File: src/rtl/rambus_sample_reader.sv
// Reads a word table over a Wishbone master port and streams it out byte by byte, LSB first.
// Define RAMBUS_TIMEOUT_EN to abort a read after 255 ack-less cycles and raise sticky error_o.
module rambus_sample_reader #(
  parameter int unsigned FIFO_DEPTH = 4
) (
  input  logic        wb_clk_i,
  input  logic        wb_rst_n_i,
  input  logic        start_i,
  input  logic        stop_i,
  input  logic        loop_i,
  input  logic [9:0]  base_addr_i,
  input  logic [7:0]  length_i,
  output logic        busy_o,
  output logic        done_o,
  output logic        error_o,
  output logic        rambus_wb_clk_o,
  output logic        rambus_wb_rst_o,
  output logic        rambus_wb_stb_o,
  output logic        rambus_wb_cyc_o,
  output logic        rambus_wb_we_o,
  output logic [3:0]  rambus_wb_sel_o,
  output logic [31:0] rambus_wb_dat_o,
  output logic [9:0]  rambus_wb_adr_o,
  input  logic        rambus_wb_ack_i,
  input  logic [31:0] rambus_wb_dat_i,
  output logic [7:0]  sample_o,
  output logic        sample_valid_o,
  input  logic        sample_ready_i
);
  localparam int unsigned AW = (FIFO_DEPTH > 1) ? $clog2(FIFO_DEPTH) : 1;
  localparam int unsigned CW = AW + 1;
  localparam logic [CW-1:0] FIFO_FULL = CW'(FIFO_DEPTH);

  typedef enum logic [1:0] {IDLE, REQ, WAIT_SPACE, DRAIN} state_t;

  state_t        state_q, state_d;
  logic          busy_q, busy_d, done_q, done_d, err_q, err_d;
  logic          cyc_q, cyc_d, stop_pend_q, stop_pend_d, loop_q, loop_d;
  logic [7:0]    base_q, base_d, word_addr_q, word_addr_d;
  logic [7:0]    len_q, len_d, word_cnt_q, word_cnt_d;
  logic [AW-1:0] wr_ptr_q, wr_ptr_d, rd_ptr_q, rd_ptr_d;
  logic [CW-1:0] count_q, count_d;
  logic [31:0]   ser_word_q, ser_word_d;
  logic [1:0]    ser_cnt_q, ser_cnt_d;
  logic          ser_valid_q, ser_valid_d;
  logic          push, pop, flush, last_word, fire, timeout;
  logic [8:0]    len_ext;
  logic [31:0]   fifo_mem [FIFO_DEPTH];
  logic          unused_addr_bits;

  assign unused_addr_bits = ^base_addr_i[1:0];

`ifdef RAMBUS_TIMEOUT_EN
  logic [7:0] to_cnt_q, to_cnt_d;
  assign to_cnt_d = (state_q == REQ) ? to_cnt_q + 8'd1 : '0;
  assign timeout  = (state_q == REQ) && (to_cnt_q == 8'd254);
  assign error_o  = err_q;
`else
  assign timeout  = 1'b0;
  assign error_o  = 1'b0;
`endif

  assign len_ext   = (len_q == 8'd0) ? 9'd256 : {1'b0, len_q};
  assign last_word = ({1'b0, word_cnt_q} + 9'd1) == len_ext;

  always_comb begin
    state_d     = state_q;
    busy_d      = busy_q;
    done_d      = 1'b0;
    err_d       = err_q;
    cyc_d       = cyc_q;
    stop_pend_d = stop_pend_q;
    loop_d      = loop_q;
    base_d      = base_q;
    word_addr_d = word_addr_q;
    len_d       = len_q;
    word_cnt_d  = word_cnt_q;
    push        = 1'b0;
    flush       = 1'b0;
    unique case (state_q)
      IDLE: begin
        if (start_i && !stop_i) begin
          base_d      = base_addr_i[9:2];
          word_addr_d = base_addr_i[9:2];
          len_d       = length_i;
          loop_d      = loop_i;
          word_cnt_d  = '0;
          busy_d      = 1'b1;
          err_d       = 1'b0;
          state_d     = WAIT_SPACE;
        end
      end
      WAIT_SPACE: begin
        if (stop_i) begin
          flush   = 1'b1;
          busy_d  = 1'b0;
          state_d = IDLE;
        end else if (count_q != FIFO_FULL) begin
          cyc_d   = 1'b1;
          state_d = REQ;
        end
      end
      REQ: begin
        if (stop_i) stop_pend_d = 1'b1;
        // An abort must still wait for the slave's ack; the returned word is dropped.
        if (rambus_wb_ack_i) begin
          cyc_d = 1'b0;
          if (stop_pend_q || stop_i) begin
            flush       = 1'b1;
            busy_d      = 1'b0;
            stop_pend_d = 1'b0;
            state_d     = IDLE;
          end else begin
            push = 1'b1;
            if (!last_word) begin
              word_cnt_d  = word_cnt_q + 8'd1;
              word_addr_d = word_addr_q + 8'd1;
              state_d     = WAIT_SPACE;
            end else if (loop_q) begin
              word_cnt_d  = '0;
              word_addr_d = base_q;
              state_d     = WAIT_SPACE;
            end else begin
              state_d = DRAIN;
            end
          end
        end else if (timeout) begin
          cyc_d       = 1'b0;
          err_d       = 1'b1;
          flush       = 1'b1;
          busy_d      = 1'b0;
          stop_pend_d = 1'b0;
          state_d     = IDLE;
        end
      end
      DRAIN: begin
        if (stop_i) begin
          flush   = 1'b1;
          busy_d  = 1'b0;
          state_d = IDLE;
        end else if (count_q == '0 && !ser_valid_q) begin
          done_d  = 1'b1;
          busy_d  = 1'b0;
          state_d = IDLE;
        end
      end
      default: state_d = IDLE;
    endcase
  end

  assign fire = ser_valid_q && sample_ready_i;

  // Reloading on the last byte's handshake keeps the stream at one byte per cycle.
  always_comb begin
    wr_ptr_d    = wr_ptr_q;
    rd_ptr_d    = rd_ptr_q;
    count_d     = count_q;
    ser_word_d  = ser_word_q;
    ser_cnt_d   = ser_cnt_q;
    ser_valid_d = ser_valid_q;
    pop         = 1'b0;
    if (flush) begin
      wr_ptr_d    = '0;
      rd_ptr_d    = '0;
      count_d     = '0;
      ser_word_d  = '0;
      ser_cnt_d   = '0;
      ser_valid_d = 1'b0;
    end else begin
      if ((!ser_valid_q || (fire && ser_cnt_q == 2'd3)) && count_q != '0) begin
        pop         = 1'b1;
        ser_word_d  = fifo_mem[rd_ptr_q];
        ser_cnt_d   = '0;
        ser_valid_d = 1'b1;
      end else if (fire) begin
        ser_word_d = {8'h00, ser_word_q[31:8]};
        ser_cnt_d  = ser_cnt_q + 2'd1;
        if (ser_cnt_q == 2'd3) ser_valid_d = 1'b0;
      end
      if (push) wr_ptr_d = wr_ptr_q + AW'(1);
      if (pop)  rd_ptr_d = rd_ptr_q + AW'(1);
      count_d = count_q + CW'(push) - CW'(pop);
    end
  end

  always_ff @(posedge wb_clk_i) begin
    if (!wb_rst_n_i) begin
      state_q     <= IDLE;
      busy_q      <= 1'b0;
      done_q      <= 1'b0;
      err_q       <= 1'b0;
      cyc_q       <= 1'b0;
      stop_pend_q <= 1'b0;
      loop_q      <= 1'b0;
      base_q      <= '0;
      word_addr_q <= '0;
      len_q       <= '0;
      word_cnt_q  <= '0;
      wr_ptr_q    <= '0;
      rd_ptr_q    <= '0;
      count_q     <= '0;
      ser_word_q  <= '0;
      ser_cnt_q   <= '0;
      ser_valid_q <= 1'b0;
`ifdef RAMBUS_TIMEOUT_EN
      to_cnt_q    <= '0;
`endif
    end else begin
      state_q     <= state_d;
      busy_q      <= busy_d;
      done_q      <= done_d;
      err_q       <= err_d;
      cyc_q       <= cyc_d;
      stop_pend_q <= stop_pend_d;
      loop_q      <= loop_d;
      base_q      <= base_d;
      word_addr_q <= word_addr_d;
      len_q       <= len_d;
      word_cnt_q  <= word_cnt_d;
      wr_ptr_q    <= wr_ptr_d;
      rd_ptr_q    <= rd_ptr_d;
      count_q     <= count_d;
      ser_word_q  <= ser_word_d;
      ser_cnt_q   <= ser_cnt_d;
      ser_valid_q <= ser_valid_d;
`ifdef RAMBUS_TIMEOUT_EN
      to_cnt_q    <= to_cnt_d;
`endif
    end
  end

  always_ff @(posedge wb_clk_i) begin
    if (wb_rst_n_i && push) fifo_mem[wr_ptr_q] <= rambus_wb_dat_i;
  end

  assign rambus_wb_clk_o = wb_clk_i;
  assign rambus_wb_rst_o = ~wb_rst_n_i;
  assign rambus_wb_we_o  = 1'b0;
  assign rambus_wb_sel_o = 4'hF;
  assign rambus_wb_dat_o = '0;
  assign rambus_wb_cyc_o = cyc_q;
  assign rambus_wb_stb_o = cyc_q;
  assign rambus_wb_adr_o = {word_addr_q, 2'b00};
  assign busy_o          = busy_q;
  assign done_o          = done_q;
  assign sample_o        = ser_word_q[7:0];
  assign sample_valid_o  = ser_valid_q;

endmodule

File: config.mk
export PLATFORM = sky130hd
export DESIGN_NAME = rambus_sample_reader
export DESIGN_NICKNAME = d
export VERILOG_FILES = /design/src/rtl/rambus_sample_reader.sv
export SDC_FILE = /design/constraint.sdc
export NUM_CORES = 1
export LEC_CHECK = 0
export ABC_CLOCK_PERIOD_IN_PS = 3490
export BUFFER_PORTS_ARGS = -buffer_cell sky130_fd_sc_hd__buf_4
export CORE_MARGIN = 8
export CORE_UTILIZATION = 58
export CTS_CLUSTER_SIZE = 10
export DETAILED_ROUTE_END_ITERATION = 8
export PLACE_DENSITY = 0.79
export SLEW_MARGIN = 20
export SYNTH_ARGS = -nofsm -noshare
export SYNTH_HDL_FRONTEND = slang
export SYNTH_SLANG_ARGS = --single-unit
export TNS_END_PERCENT = 20
File: constraint.sdc
create_clock -name wb_clk_i -period 3.49 [get_ports wb_clk_i]
set_input_delay 0.1745 -clock wb_clk_i [delete_from_list [all_inputs] [get_ports wb_clk_i]]
set_output_delay 0.1745 -clock wb_clk_i [all_outputs]
set_load 0.1 [all_outputs]
After elaboration in Yosys (flattened, before gate mapping)
Memories as Yosys holds them, arrays and structs flattened. A register that Yosys moved wholly into a read port is not among the register bits.
Index checks and enable logic that the tools add are counted.
- register bits after elaboration: 81
- bits in writable memories: 128
- bits of input ports: 57
- output and inout bits: 63
- word-level logic and storage cells: 127
- memories: 1
- memories (memory ; depth ; bits a word ; read ports ; clocked after memory_dff ; wr ports ; line ; RTL):
    fifo_mem ; 4 ; 32 ; 1 ; 1 ; 1 ; 48 ; logic [31:0] fifo_mem [FIFO_DEPTH];
- add/subtract/negate cells: 8
- equal/unequal tests: 16
- muxes and demuxes: 56
- bitwise gates (word level): 2
- reduce and logical (&&, ||, !) cells: 28
- operators with widths (operator ; count):
    2-to-1 mux 8 bit ; 10
    2-to-1 mux 32 bit ; 2
    case mux 8 bit (2 select lines) ; 2
    2-to-1 mux 1 bit ; 28
    2-to-1 mux 2 bit ; 9
    adder 8 x 1 -> 8 bit (second input constant) ; 2
    inequality test 2 bit (second input constant) ; 7
    inequality test 3 bit (second input constant) ; 4
    AND reduction 5 bit ; 2
    adder 8 x 1 -> 9 bit (second input constant) ; 1
    equality test 9 bit ; 1
    2-to-1 mux 9 bit ; 1
    zero test 8 bit ; 1
    case mux 2 bit (4 select lines) ; 1
    AND reduction 4 bit ; 2
    nonzero test 2 bit ; 4
    adder 2 x 1 -> 2 bit (second input constant) ; 3
    equality test 2 bit (second input constant) ; 3
    logical AND 1 bit ; 6
    OR reduction 3 bit ; 2
    case mux 1 bit (2 select lines) ; 2
    case mux 1 bit (4 select lines) ; 1
    AND reduction 2 bit ; 2
    OR reduction 2 bit ; 2
    9 further kinds ; 12

Longest topological paths before layout
- word-level depth: 8
- gate-level depth with buffers: 14
- mapped depth without buffers: 13

==> flow_summary.yaml <==
power:
  clock_power_share_pct: 32.4
  p_per_area_mw_per_mm2: 736
  power.total_uw: 8140
  p_int_uw: 5230
  p_switching_uw: 2910
  pwr-share-comb_pct: 28.8
  seq_power_share_pct: 38.8
  leakagePower_uw: 0.00395
  ir_worst_vdd_uv: 415
  netSwitchingFraction_pct: 35.7
worst_setup_path:
  end_kind: "flop"
  crit_arrival_ps: 3380
  ff2ff_path_depth: 12
  crit_start: "state_q[0]$_SDFFE_PN0P_"
  rrSetupSlack_ps: 620
  path_max_fanout: 16
  timing.rr.end: "count_q[2]$_SDFF_PP0_"
  required_ps: 4000
  start_kind: "flop"
  r2r_start: "state_q[0]$_SDFFE_PN0P_"
  cp-endpoint: "count_q[2]$_SDFF_PP0_"
  worstSetupPathType: "flop to flop"
logic_synthesis:
  synth_edf_count: 128
  syn-instance-count: 755
  synthArstFlopShare_pct: 0
  yosysWarnings: 0
  synthDistinctLibCells: 58
  ys_seq_elements: 211
  avgSynthCellArea_sq_um: 12.1
  ys_seq_area_share_pct: 60.2
  synthFlopType: "edfxtp_1"
  synth_area_sq_mm: 0.00914
drt:
  vias_per_cell: 5.76
  drc: 0
  firstDrtPassIters: 5
  ant_nets: 0
  drtIter0Drc: 535
  wl_per_cell_microns: 18.6
  drt-total-wl_mm: 20.6
  vias: 6353
die:
  std_cell_rows: 46
  ios: 120
  die_w_microns: 142
  die_y_microns: 142
  die-area_sq_mm: 0.0200
  core_area_sq_mm: 0.0157
  start_util_pct: 58.4
sta:
  slew_viol_final: 0
  tns_ps: 0
  min_period_ps: 2870
  relSlewSlack_pct: 42.4
  fmax_mhz: 349
  hold_viol_final: 0
  setup_viol: 0
  setup_slack_ps: 621
  tightest_slew_ps: 862
  rsz0062_at_grt: "false"
  finalCritPeriodShare_pct: 82.2
  clock_skew_ps: 13.2
global_routing:
  antenna_found_initial: 0
  met3_usage_pct: 4.37
  grt.busiest_layer: "met2"
  grt_pass1_wl_mm: 32.6
  grt_use_met1_pct: 24.0
  met2_usage_pct: 35.6
  grt_max_degree: 57
  gr-total-overflow: 0
  grt_pass1_vias: 6446
  track_usage_pct: 20.4
cells_and_area:
  area_growth_pct: 20.9
  multi_input_area_sq_mm: 0.00319
  n_antenna_cell: 0
  layout-drive-gt1-share_pct: 18.7
  fin_nets: 936
  fin_util_pct: 70.6
  nFillCells: 1007
  regArea_sq_mm: 0.00551
  fin_cells: 1103
place:
  dp_hpwl_mm: 12.3
  dp_slack_ps: 665
  placed_cells: 1001
  io_buffers: 77
  gp_congestion: 0.846
clock_network:
  cts-resized-gates: 0
  cts.clk_slew.worst_paths_ps: 60
  cts_setup_buffers: 0
  insertion_delay_ps: 630
  cts_tree: "done"
run_status:
  status: "finished, final reports clean"
worst_hold_path:
  hold_path.class: "input port to flop"
flow_run:
  maxCapViolations: 0
synthesized netlist by cell type (6+ instances only):
cell	n	share of area [%]
a21oi_1	38	2.1
a311oi_1	24	2.3
a31oi_1	7	0.48
buf_4	51	4.2
clkbuf_1	40	1.6
dfxtp_1	83	18
edfxtp_1	128	42
ha_1	9	1.2
inv_1	11	0.45
mux4_2	32	7.9
nand2_1	99	4.1
nand2b_1	8	0.55
nand3_1	47	2.6
nor2_1	43	1.8
nor2b_1	6	0.41
nor3_1	10	0.55
o21ai_0	20	1.1
xnor2_1	12	1.2
xor2_1	9	0.86
per-layer routing:
layer / vias up / share of wire (%) / wire, microns
li1: 2932 / - / -
met1: 3088 / 38 / 7910
met2: 292 / 51 / 10500
met3: 41 / 7.8 / 1610
met4: 0 / 2.6 / 531
met5: - / 0 / 0
final cells by class:
cell class | count | area share, %
Sequential cell | 211 | 49.8
Multi-Input combinational cell | 473 | 28.9
Timing Repair Buffer | 143 | 10.9
Clock buffer | 47 | 7.30
Tap cell | 216 | 2.45
Inverter | 11 | 0.374
Clock inverter | 2 | 0.227
registers in the layout, indices dropped and copies added (netlist names), 2 cells and up, named ones only:
signal       cells
ser_word_q      32
state_q          2
word_addr_q      8
fifo_mem       128
base_q           8
len_q            8
wr_ptr_q         2
ser_cnt_q        2
count_q          3
rd_ptr_q         2
word_cnt_q       8
critical path, cell delays in order, from the launching register on:
cell	delay, ps
dfxtp_1	650
nor2b_1	230
nand2_1	130
nor3_2	280
inv_1	180
ha_1	320
inv_1	60
ha_1	130
inv_1	50
fa_1	360
xor2_1	180
xnor2_1	130
nor2_1	50
through the flow:
step | cell area [sq um] | hold slack (ps)
2_1_floorplan | 9280 | 273
3_3_place_gp | 9670 | 373
3_5_place_dp | 9670 | 378
4_1_cts | 11000 | 50.5
5_1_grt | 11000 | 166
6_report | 11000 | 159
power groups by stage:
stage | logic [uW] | registers [uW] | clock network [uW]
global placement | 2200 | 3190 | 108
global route | 2490 | 3190 | 2780
detailed placement | 2260 | 3200 | 108
floorplan | 1830 | 3210 | 108
CTS | 2320 | 3160 | 2670
finish | 2340 | 3160 | 2640
cells by family after synthesis:
family	synth area share, %
flip-flops	60.2
AND/OR/NAND/NOR	12.1
multiplexers	8.43
XOR/XNOR	2.01
buffers and inverters	6.64
AO/OA/AOI/OAI	9.08
adder cells (fa/ha/maj)	1.45
other	0.0822
worst min-delay path by stage:
stage          cells past startpoint                         to  slack [ps]                start
2_1_floorplan                      0   fifo_mem[0][0]$_DFFE_PP_         270   rambus_wb_dat_i[0]
6_report                           5    state_q[1]$_SDFFE_PN0P_         160              start_i
3_5_place_dp                       1  fifo_mem[0][12]$_DFFE_PP_         380  rambus_wb_dat_i[12]
3_3_place_gp                       1   fifo_mem[0][6]$_DFFE_PP_         370   rambus_wb_dat_i[6]
4_1_cts                            5    state_q[1]$_SDFFE_PN0P_          50              start_i
5_1_grt                            5    state_q[1]$_SDFFE_PN0P_         170              start_i
cell usage in the layout, fill, tap and decap left out, drive strengths merged, types with 6 or more instances in the layout:
cell         instances
buf                 90
nor2                43
xor2                 9
inv                 12
nand2b               8
edfxtp             128
ha                   9
nand3               47
nor3                11
clkbuf              46
nand2               99
conb                40
xnor2               12
dfxtp               83
dlygate4sd3         54
o21ai               22
a21oi               38
mux4                32
nor2b                6
a31oi                7
a311oi              24
what timing repair did:
item | 4_1_cts | 5_1_grt
setup endpoints to repair | 0 | 0
endpoints found under the hold margin | 182 | 0
hold buffers | 54 | 0
Power figures use the tool's default switching activity.
